### src/rtl/mdr_mem_if.sv
// MAR/MDR register stage with a req/ack memory handshake feeding the datapath bus.
// Optional `MDR_TIMEOUT_EN: aborts a wait after TIMEOUT cycles without ack and raises sticky mem_err.
module mdr_mem_if #(
  parameter int ADDR_W  = 9,
  parameter int TIMEOUT = 15
) (
  input  logic              clock,
  input  logic              clear,
  input  logic [31:0]       BusMuxOut,
  input  logic              MARin,
  input  logic              MDRin,
  input  logic              Read,
  input  logic              Write,
  input  logic [31:0]       mem_data_in,
  input  logic              mem_ack,
  output logic [ADDR_W-1:0] mem_addr,
  output logic [31:0]       mem_data_out,
  output logic              mem_req,
  output logic              mem_we,
  output logic              busy,
  output logic              mem_err,
  output logic [31:0]       BusMuxIn_MDR
);

  if (TIMEOUT < 1 || TIMEOUT > 255) begin : g_bad_timeout
    $error("mdr_mem_if: TIMEOUT must be in 1..255");
  end

  typedef enum logic [1:0] {IDLE, RD_WAIT, WR_WAIT} state_t;

  state_t            state;
  logic [ADDR_W-1:0] mar;
  logic [ADDR_W-1:0] addr_q;
  logic [31:0]       mdr;

  logic start_wr, start_rd, load_bus;
  assign start_wr = Write;
  assign start_rd = !Write && MDRin && Read;
  assign load_bus = !Write && MDRin && !Read;

  assign mem_addr     = addr_q;
  assign mem_data_out = mdr;
  assign BusMuxIn_MDR = mdr;

`ifdef MDR_TIMEOUT_EN
  localparam logic [7:0] CNT_LAST = 8'(TIMEOUT - 1);
  logic [7:0] cnt;
  logic       err_q;
  assign mem_err = err_q;
`else
  assign mem_err = 1'b0;
`endif

  always_ff @(posedge clock or negedge clear) begin
    if (!clear) begin
      state   <= IDLE;
      mar     <= '0;
      addr_q  <= '0;
      mdr     <= '0;
      mem_req <= 1'b0;
      mem_we  <= 1'b0;
      busy    <= 1'b0;
`ifdef MDR_TIMEOUT_EN
      cnt     <= '0;
      err_q   <= 1'b0;
`endif
    end else begin
      case (state)
        IDLE: begin
          if (MARin) mar <= BusMuxOut[ADDR_W-1:0];
          if (start_wr || start_rd) begin
            // mem_addr keeps the old MAR so a same-edge MARin does not retarget this command
            state   <= start_wr ? WR_WAIT : RD_WAIT;
            mem_req <= 1'b1;
            mem_we  <= start_wr;
            busy    <= 1'b1;
`ifdef MDR_TIMEOUT_EN
            cnt     <= '0;
            err_q   <= 1'b0;
`endif
          end else begin
            addr_q <= MARin ? BusMuxOut[ADDR_W-1:0] : mar;
            if (load_bus) begin
              mdr <= BusMuxOut;
`ifdef MDR_TIMEOUT_EN
              err_q <= 1'b0;
`endif
            end
          end
        end
        RD_WAIT, WR_WAIT: begin
          if (mem_ack) begin
            if (state == RD_WAIT) mdr <= mem_data_in;
            state   <= IDLE;
            mem_req <= 1'b0;
            mem_we  <= 1'b0;
            busy    <= 1'b0;
            addr_q  <= mar;
          end
`ifdef MDR_TIMEOUT_EN
          else if (cnt == CNT_LAST) begin
            state   <= IDLE;
            mem_req <= 1'b0;
            mem_we  <= 1'b0;
            busy    <= 1'b0;
            addr_q  <= mar;
            err_q   <= 1'b1;
          end else begin
            cnt <= cnt + 8'd1;
          end
`endif
        end
        default: state <= IDLE;
      endcase
    end
  end

endmodule

### config.mk
export PLATFORM = sky130hd
export DESIGN_NAME = mdr_mem_if
export DESIGN_NICKNAME = d
export VERILOG_FILES = /design/src/rtl/mdr_mem_if.sv
export SDC_FILE = /design/constraint.sdc
export NUM_CORES = 1
export LEC_CHECK = 0
export ABC_AREA = 1
export ABC_CLOCK_PERIOD_IN_PS = 1900
export BUFFER_PORTS_ARGS = -buffer_cell sky130_fd_sc_hd__buf_2
export CAP_MARGIN = 20
export CORE_ASPECT_RATIO = 2
export CORE_MARGIN = 2
export CORE_UTILIZATION = 37
export DETAILED_ROUTE_END_ITERATION = 8
export MAX_ROUTING_LAYER = met4
export PLACE_DENSITY = 0.66
export RECOVER_POWER = 100
export SETUP_SLACK_MARGIN = 0.4
export SLEW_MARGIN = 20
export SYNTH_ARGS = -nofsm -noshare
export SYNTH_HDL_FRONTEND = slang
export SYNTH_SLANG_ARGS = --single-unit
export TNS_END_PERCENT = 20
### constraint.sdc
create_clock -name clock -period 1.9 [get_ports clock]
set_input_delay 0.285 -clock clock [delete_from_list [all_inputs] [get_ports clock]]
set_output_delay 0.285 -clock clock [all_outputs]
set_load 0.01 [all_outputs]
Word-level counts from Yosys, hierarchy flattened
Index checks and enable logic that the tools add are counted.
{"block": "op_classes", "n_eq_ne": 7, "reduce_logical": 13, "n_mux": 18}
{"operator": "32-bit two-way mux", "n": 4}
{"operator": "32-bit one-hot mux with 2 select lines", "n": 1}
{"operator": "9-bit two-way mux", "n": 3}
{"operator": "9-bit one-hot mux with 2 select lines", "n": 1}
{"operator": "2-bit != test (second input constant)", "n": 5}
{"operator": "2-bit two-way mux", "n": 3}
{"operator": "3-bit AND reduction", "n": 2}
{"operator": "5-bit AND reduction", "n": 1}
{"operator": "1-bit one-hot mux with 2 select lines", "n": 2}
{"operator": "2-bit one-hot mux with 2 select lines", "n": 1}
{"operator": "1-bit logical AND", "n": 3}
{"operator": "1-bit two-way mux", "n": 3}
{"operator": "2-bit by 1-bit equality test with 1-bit output (second input constant)", "n": 1}
{"operator": "2-bit equality test (second input constant)", "n": 1}
{"operator": "1-bit zero test", "n": 2}
{"operator": "2-bit zero test", "n": 1}
{"operator": "2-bit AND reduction", "n": 1}
{"operator": "2-bit nonzero test", "n": 1}
{"operator": "2-bit OR reduction", "n": 1}
{"operator": "1-bit logical OR", "n": 1}
{"block": "totals", "wordCells": 44, "input_bits": 71, "register_bits": 54}

Depth between registers and ports, before layout
Gate-level depths: netlist of the first run.
{"block": "logic_depth", "depth_word": 6, "mapped_depth": 10, "ltp_nobuf": 8}

Worst setup path before layout of the first run
Ideal clock, no wire load.
{"block": "synth_timing", "kind": "register -> register", "start": "register state[0]", "end": "register mdr[9], in the netlist BusMuxIn_MDR[9]", "required_ns": 1.783, "arrival_ns": 1.497, "synth_period_minus_slack_ns": 1.614, "setup_time_ns": 0.117, "path_slack_ns": 0.286, "path_buffers": 3, "stages_incl_launch_ff": 11, "path_cell_list": "dfrtp_1 -> inv_1 -> ha_1 -> buf_4 -> inv_2 -> or2_1 -> buf_2 -> nand3_4 -> buf_6 -> nand2_1 -> nand2_1"}
{"block": "synth_between", "elab_chain_cells": 4}
{"item": "start, declared", "line_no": "31", "rtl": "state_t state;"}
{"item": "start signal, assigned", "line_no": "73", "rtl": "state <= start_wr ? WR_WAIT : RD_WAIT;"}
{"item": "2-bit by 1-bit equality test with 1-bit output / 2-bit equality test (equally long branches)", "line_no": "68, 93"}
{"item": "2-bit OR reduction", "line_no": "68", "rtl": "case (state)"}
{"item": "2-bit != test (no source line) / 2-bit nonzero test (equally long branches)"}
{"item": "5-bit AND reduction (no source line)"}
{"item": "end signal, assigned", "line_no": "84", "rtl": "mdr <= BusMuxOut;"}
{"item": "end signal, assigned", "line_no": "93", "rtl": "if (state == RD_WAIT) mdr <= mem_data_in;"}
{"item": "end, declared", "line_no": "34", "rtl": "logic [31:0] mdr;"}
Several ways; a longest one is shown, not always the timed one.
A chain may end at the register's enable or synchronous reset.

Worst setup path after layout of the first run
{"block": "layout_timing", "start": "register state[0]", "end": "register mdr[26], in the netlist BusMuxIn_MDR[26]"}
The elaborated chain is that of the path after synthesis.

==> out/results.tsv, run 1 <==
stage	metric	value	unit
drt	dr.pass1.iters	4	
sta	finalWorstSetupSlack	270	ps
floorplan	placementRows	47	
worst_setup_path	startpoint	state[0]	
sta	timing.final.hold_violations	0	
worst_setup_path	reg2reg_from	state[0]	
sta	period_minus_slack	1630	ps
min_path	hold_start	BusMuxOut[28]	
worst_setup_path	worstPathArrival	1860	ps
global_routing	grt-ovfl-total	0	
final_layout	mostFrequentLayoutCells	231 x nand2_1, 77 x clkbuf_1, 70 x buf_2	
synthesis	syn_area_per_cell	7.13	um2
global_routing	grt_usage	21.4	%
floorplan	design.die.area	9270	um2
final_layout	area_delta_synth_final	29.6	%
worst_setup_path	ff2ff_path_depth	9	
final_layout	diodes	0	
clock_tree	h-tree-depth	2	
drt	vias	3210	
place	dp_hpwl	6.76	mm
synthesis	synth-async-reset-ratio	100	%
drt	top_layer	met4	
min_path	hold_path_depth	5	
run	drv_cap	0	
global_routing	grt_max_degree	43	
drt	drt_wl_total	9.67	mm
synthesis	syn_inst	440	
clock_tree	clock_path_buffers	2	
synthesis	synth_edf_count	0	
global_routing	grt_pass1_vias	3032	
drt	remaining_drc_errors	0	
power_and_ir_drop	ir_drop	0.898	mV
synthesis	syn-cell-area	3140	um2
worst_setup_path	critPathCaptureType	flip-flop	
floorplan	initial_core_util	38.1	%
drt	route.met2.wl	5.33	mm
floorplan	io-pin-count	148	
floorplan	dieHeight	134	um
clock_tree	cts_buffers	5	
drt	wl_met1	3.48	mm
clock_tree	root_buffer	clkbuf_16	
sta	timing.final.crit_share	85.8	%
global_routing	grt_pass1_wl	15.4	mm
floorplan	die_w	69.1	um
sta	clock-skew-final	7.50	ps
power_and_ir_drop	powerDensity	1890	nW/um2
clock_tree	cts_sinks	54	
clock_tree	cts_tree	done	
floorplan	design.core.area	8230	um2
power_and_ir_drop	p_leak	2.20	nW
global_routing	grt_antenna_before_repair	0	
synthesis	syn_nets	513	
synthesis	yosysSeqAreaShare	43.1	%
drt	postRouteAntennaNets	0	
min_path	hp-class	in -> reg	
worst_setup_path	worst_setup_path_start_kind	flip-flop	
worst_setup_path	crit_fanout	12	
drt	met3_length	476	um
final_layout	drive_above_1_share	21.1	%
synthesis	synth_seq_cells	54	
final_layout	nNetsFinal	631	
worst_setup_path	crit_required	2130	ps
final_layout	layout_commonest_cell	nand2_1	
drt	first_iter_violations	141	
outcome	status	finished, final reports clean	
sta	fmax	0.614	GHz
sta	finalMaxSlewViolations	0	
clock_tree	clk_pin_slew	70	ps
sta	grt_setup_unrepaired	yes	
drt	avgRoutedWirePerCell	14.7	um
place	io_buffer_count	146	
synthesis	ys_warn_count	0	
place	gp_congestion	0.889	
drt	vias_per_cell	4.89	
synthesis	yosysUniqueCellTypes	18	
synthesis	synth_flop_cell	dfrtp_1	
worst_setup_path	criticalPathCategory	reg -> reg	
clock_tree	clk-insertion-delay-late	290	ps
place	pre_cts_slack	101	ps
sta	setup-tns-final	0	ps
sta	setup_viol	0	
## Yosys cell counts, types with 2 or more instances
| cell type | count | share of area (%) |
|---|---|---|
| nand3_1 | 11 | 1.8 |
| o21ai_0 | 21 | 3.4 |
| buf_6 | 3 | 1.1 |
| buf_2 | 15 | 2.4 |
| ha_1 | 2 | 0.80 |
| nand2_1 | 236 | 28 |
| dfrtp_1 | 54 | 43 |
| buf_4 | 35 | 8.4 |
| nand4_1 | 32 | 6.4 |
| inv_1 | 15 | 1.8 |
| clkbuf_1 | 9 | 1.1 |
## worst paths after layout
check,slack (ps),to
setup / recovery,270,BusMuxIn_MDR[26]
hold / removal,350,BusMuxIn_MDR[28]
setup reg to reg,270,BusMuxIn_MDR[26]
hold reg to reg,480,mem_addr[5]
max in group asynchronous,620,BusMuxIn_MDR[26]
min in group asynchronous,460,mem_addr[8]
## cell families (layout without fill, tap and decap cells)
| logic type | after synthesis | after routing | synth area share [%] |
|---|---|---|---|
| AOI/OAI and AO/OA | 23 | 23 | 3.79 |
| adders and majority gates | 2 | 2 | 0.798 |
| buffers and inverters | 78 | 195 | 14.8 |
| DFF | 54 | 54 | 43.1 |
| other | 1 | 1 | 0.120 |
| and+or+nand+nor | 282 | 284 | 37.4 |
## where the power goes
part / switching (mW) / internal (mW)
sequential: 0.389 / 1.67
clock: 0.402 / 0.617
combinational: 2.92 / 1.68
total: 3.72 / 3.97
## state kept, by name (all words and copies together), names as in the netlist
| name | count |
|---|---|
| state | 2 |
| BusMuxIn_MDR | 32 |
| mem_addr | 9 |
| busy | 1 |
| mem_we | 1 |
| mar | 9 |
## routing by layer
layer  GRT usage, %  vias to the layer above
li1               -                     1588
met1           23.4                     1481
met2           37.3                      115
met3           3.38                       26
met4           10.6                        0
met5              -                        -
## per-stage QoR
step	total power, mW	hold WS (ps)	utilization [%]	instances	cell area [um2]
after floorplan	5.05	-10.6	-	440	3170
after global placement	5.95	250	44.7	634	3680
after detailed placement	6.03	258	44.7	634	3680
after CTS	7.80	327	50.1	654	4130
after global routing	8.33	373	49.3	657	4060
final	7.68	353	49.3	657	4060
## final cells by class
cell class                 instances  area, um2
timing repair buffer             171        933
sequential                        54       1350
tap                               98        123
clock buffer                       5        125
clock inverter                     3       40.0
multi-input combinational        310       1430
inverter                          16       62.6
fill                             897       4170
## critical path, stage by stage (launching register included)
cell,delay (ps)
dfrtp_1,350
inv_1,90
ha_4,300
buf_6,110
nand2_4,70
nand2_8,120
clkbuf_1,200
buf_16,160
nand4_1,90
nand2_1,70
## what timing repair did
| action | CTS | global route |
|---|---|---|
| pin swaps | 8 | 5 |
| gates cloned | 4 | 0 |
| hold endpoints to repair | 18 | 0 |
| setup endpoints to repair | 45 | 45 |
| setup buffers | 7 | 3 |
| hold buffers | 1 | 0 |
| resized for setup | 33 | 9 |
Note: power is estimated with default switching activity, not from simulation.
==> inputs of run 2 (changes only) <==
- CORE_UTILIZATION: 37 -> 47
- PLACE_DENSITY: 0.66 -> 0.81
==> run 2 against run 1 <==
Compared with the run above: power shrank 1.4%; sequential cell count unchanged; cell count down 2.0%; largest cell class unchanged; non-clock buffer count decreased by 5; register-to-register slack got worse by 40 ps; routed wire length is 9.3% lower.
==> out/results.tsv, run 2 (same netlist as run 1, synthesis figures left out) <==
stage	metric	value	unit	change
outcome	status	finished, final reports clean		
drt	remaining_drc_errors	0		unchanged
drt	postRouteAntennaNets	0		unchanged
clock_tree	clock_path_buffers	2		unchanged
drt	avgRoutedWirePerCell	13.6	um	-7.5%
drt	drt_wl_total	8.77	mm	-9.3%
sta	period_minus_slack	1670	ps	+37.0 ps
clock_tree	cts_buffers	5		unchanged
final_layout	layout_commonest_cell	nand2_1		
final_layout	layout.cells.non_filler	644		-2.0%
worst_setup_path	criticalPathCategory	reg -> reg		
floorplan	placementRows	42		-11%
sta	timing.final.hold_violations	0		unchanged
final_layout	multi_input_area	1470	um2	+2.8%
floorplan	dieHeight	120	um	-11%
final_layout	area_delta_synth_final	29.6	%	about the same
floorplan	io-pin-count	148		unchanged
final_layout	drive_above_1_share	21.0	%	-0.066 points
worst_setup_path	ff2ff_path_depth	9		unchanged
clock_tree	h-tree-depth	2		unchanged
final_layout	nNetsFinal	628		-0.48%
power_and_ir_drop	ir_drop	1.72	mV	+91%
worst_setup_path	slowest_stage	dfrtp_1		
final_layout	diodes	0		unchanged
worst_setup_path	reg2reg_from	state[1]		
worst_setup_path	worstPathArrival	1850	ps	about the same
global_routing	grt_max_degree	43		unchanged
worst_setup_path	crit_fanout	8		-4
drt	met3_length	668	um	+40%
floorplan	design.core.area	6520	um2	-21%
worst_setup_path	crit_required	2080	ps	-50 ps
global_routing	grt_antenna_before_repair	0		unchanged
sta	clock-skew-final	5.96	ps	-1.54 ps
clock_tree	cts_tree	done		
final_layout	post-route-util	62.4	%	+13 points
drt	first_iter_violations	231		+64%
worst_setup_path	critPathCaptureType	flip-flop		
global_routing	grt_pass1_vias	2941		-3.0%
floorplan	die_w	61.8	um	-11%
worst_setup_path	regToRegSetupSlack	230	ps	-40 ps
power_and_ir_drop	finalPower	7.57	mW	-1.4%
clock_tree	root_buffer	clkbuf_16		
power_and_ir_drop	p_leak	2.18	nW	-1.1%
place	gp_congestion	0.793		-11%
sta	fmax	0.600	GHz	-2.2%
final_layout	fill_cells	675		-25%
sta	finalMaxSlewViolations	0		unchanged
drt	dr.pass1.iters	5		+1
place	place_inst	623		-1.7%
worst_setup_path	crit_chain	clkbuf_4 > ha_1 > inv_1 > nand2_1 > a21oi_4 > buf_12 > nand3_2 > nand2_1 > nand2_1		
min_path	hp-class	in -> reg		
floorplan	design.die.area	7380	um2	-20%
final_layout	largest_register_ffs	32		unchanged
place	pre_cts_slack	77.4	ps	-23.9 ps
sta	setup_viol	0		unchanged
sta	finalWorstSetupSlack	233	ps	-37.0 ps
clock_tree	clk_pin_slew	70	ps	about the same
worst_setup_path	crit_path_end	BusMuxIn_MDR[24]		
place	io_buffer_count	146		unchanged
sta	grt_setup_unrepaired	yes		
drt	route.met2.wl	4.37	mm	-18%
global_routing	grt-ovfl-total	0		unchanged
worst_setup_path	max_stage_delay	390	ps	+40 ps
global_routing	grt_usage	25.3	%	+3.9 points
final_layout	regArea	1350	um2	unchanged
sta	relSlewSlack	55.4	%	
worst_setup_path	worst_setup_path_start_kind	flip-flop		
run	drv_cap	0		unchanged
worst_setup_path	startpoint	state[1]		
clock_tree	clk-insertion-delay-late	290	ps	about the same
drt	wl_met1	3.60	mm	+3.3%
global_routing	grt_pass1_wl	13.7	mm	-11%
drt	vias_per_cell	5.09		+4.1%
worst_setup_path	cpMostUsedCell	nand2_1		
power_and_ir_drop	powerDensity	1860	nW/um2	-1.5%
clock_tree	cts_sinks	54		unchanged
floorplan	initial_core_util	48.1	%	+10 points
sta	tightest_slew	669	ps	
worst_setup_path	r2r_end	BusMuxIn_MDR[24]		
final_layout	mostFrequentLayoutCells	228 x nand2_1, 78 x clkbuf_1, 69 x buf_2		
drt	top_layer	met4		
place	dp_hpwl	5.50	mm	-19%
sta	timing.final.crit_share	87.7	%	+1.9 points
sta	setup-tns-final	0	ps	unchanged
drt	vias	3276		+2.1%
## run 2: cell count changes in the layout (fill, tap and decap cells not counted), moves of 2 or more
cell	before	now
buf_12	3	5
buf_6	9	5
nand3_2	0	3
nand2_1	231	228
clkbuf_2	3	1
nand3_1	10	8
nand2_2	3	7
## run 2: what timing repair did
| action | CTS | global route |
|---|---|---|
| buffers inserted | 5 | 0 |
| gates cloned | 7 | 0 |
| resized for setup | 39 | 10 |
| setup endpoints to repair | 45 | 45 |
| hold buffers | 1 | 0 |
| pin swaps | 11 | 3 |
| endpoints found under the hold margin | 23 | 0 |
## run 2: where the power goes
| group | total, mW | switching, mW | internal (mW) |
|---|---|---|---|
| clock network | 0.931 | 0.408 | 0.522 |
| registers | 2.03 | 0.362 | 1.67 |
| logic | 4.61 | 2.93 | 1.67 |
| total | 7.57 | 3.70 | 3.87 |
## run 2: worst min-delay path by stage
stage	startpoint	endpoint	slack, ps	cells after the start
floorplan	clear	BusMuxIn_MDR[0]	-10	0
global placement	clear	BusMuxIn_MDR[6]	300	1
detailed placement	clear	BusMuxIn_MDR[6]	300	1
CTS	Write	mem_we	320	3
global route	Write	state[1]	310	3
finish	Write	mem_we	310	3
## run 2: layout make-up
class	count	area share (%)
Tap cell	88	2.71
Timing Repair Buffer	166	22.7
Clock inverter	2	0.308
Inverter	16	1.54
Multi-Input combinational cell	312	36.1
Sequential cell	54	33.2
Clock buffer	6	3.42
## run 2: worst max-delay path: cells and delay by family (launching register included)
| kind | cells | cell delay (ps) |
|---|---|---|
| AO/OA/AOI/OAI | 1 | 140 |
| adder cells (fa/ha/maj) | 1 | 170 |
| buffers and inverters | 3 | 350 |
| flip-flops | 1 | 390 |
| AND/OR/NAND/NOR | 4 | 500 |
## run 2: metrics by stage
step	hold WS, ps	cell area (um2)
6_report	306	4070
4_1_cts	320	4180
3_5_place_dp	303	3690
5_1_grt	313	4070
3_3_place_gp	302	3690
2_1_floorplan	-10.6	3170
## run 2: per-layer routing
layer	up-vias	global-route usage, %
met5	-	-
met4	0	8.11
met3	12	3.99
met2	181	40.6
met1	1488	31.9
li1	1595	-
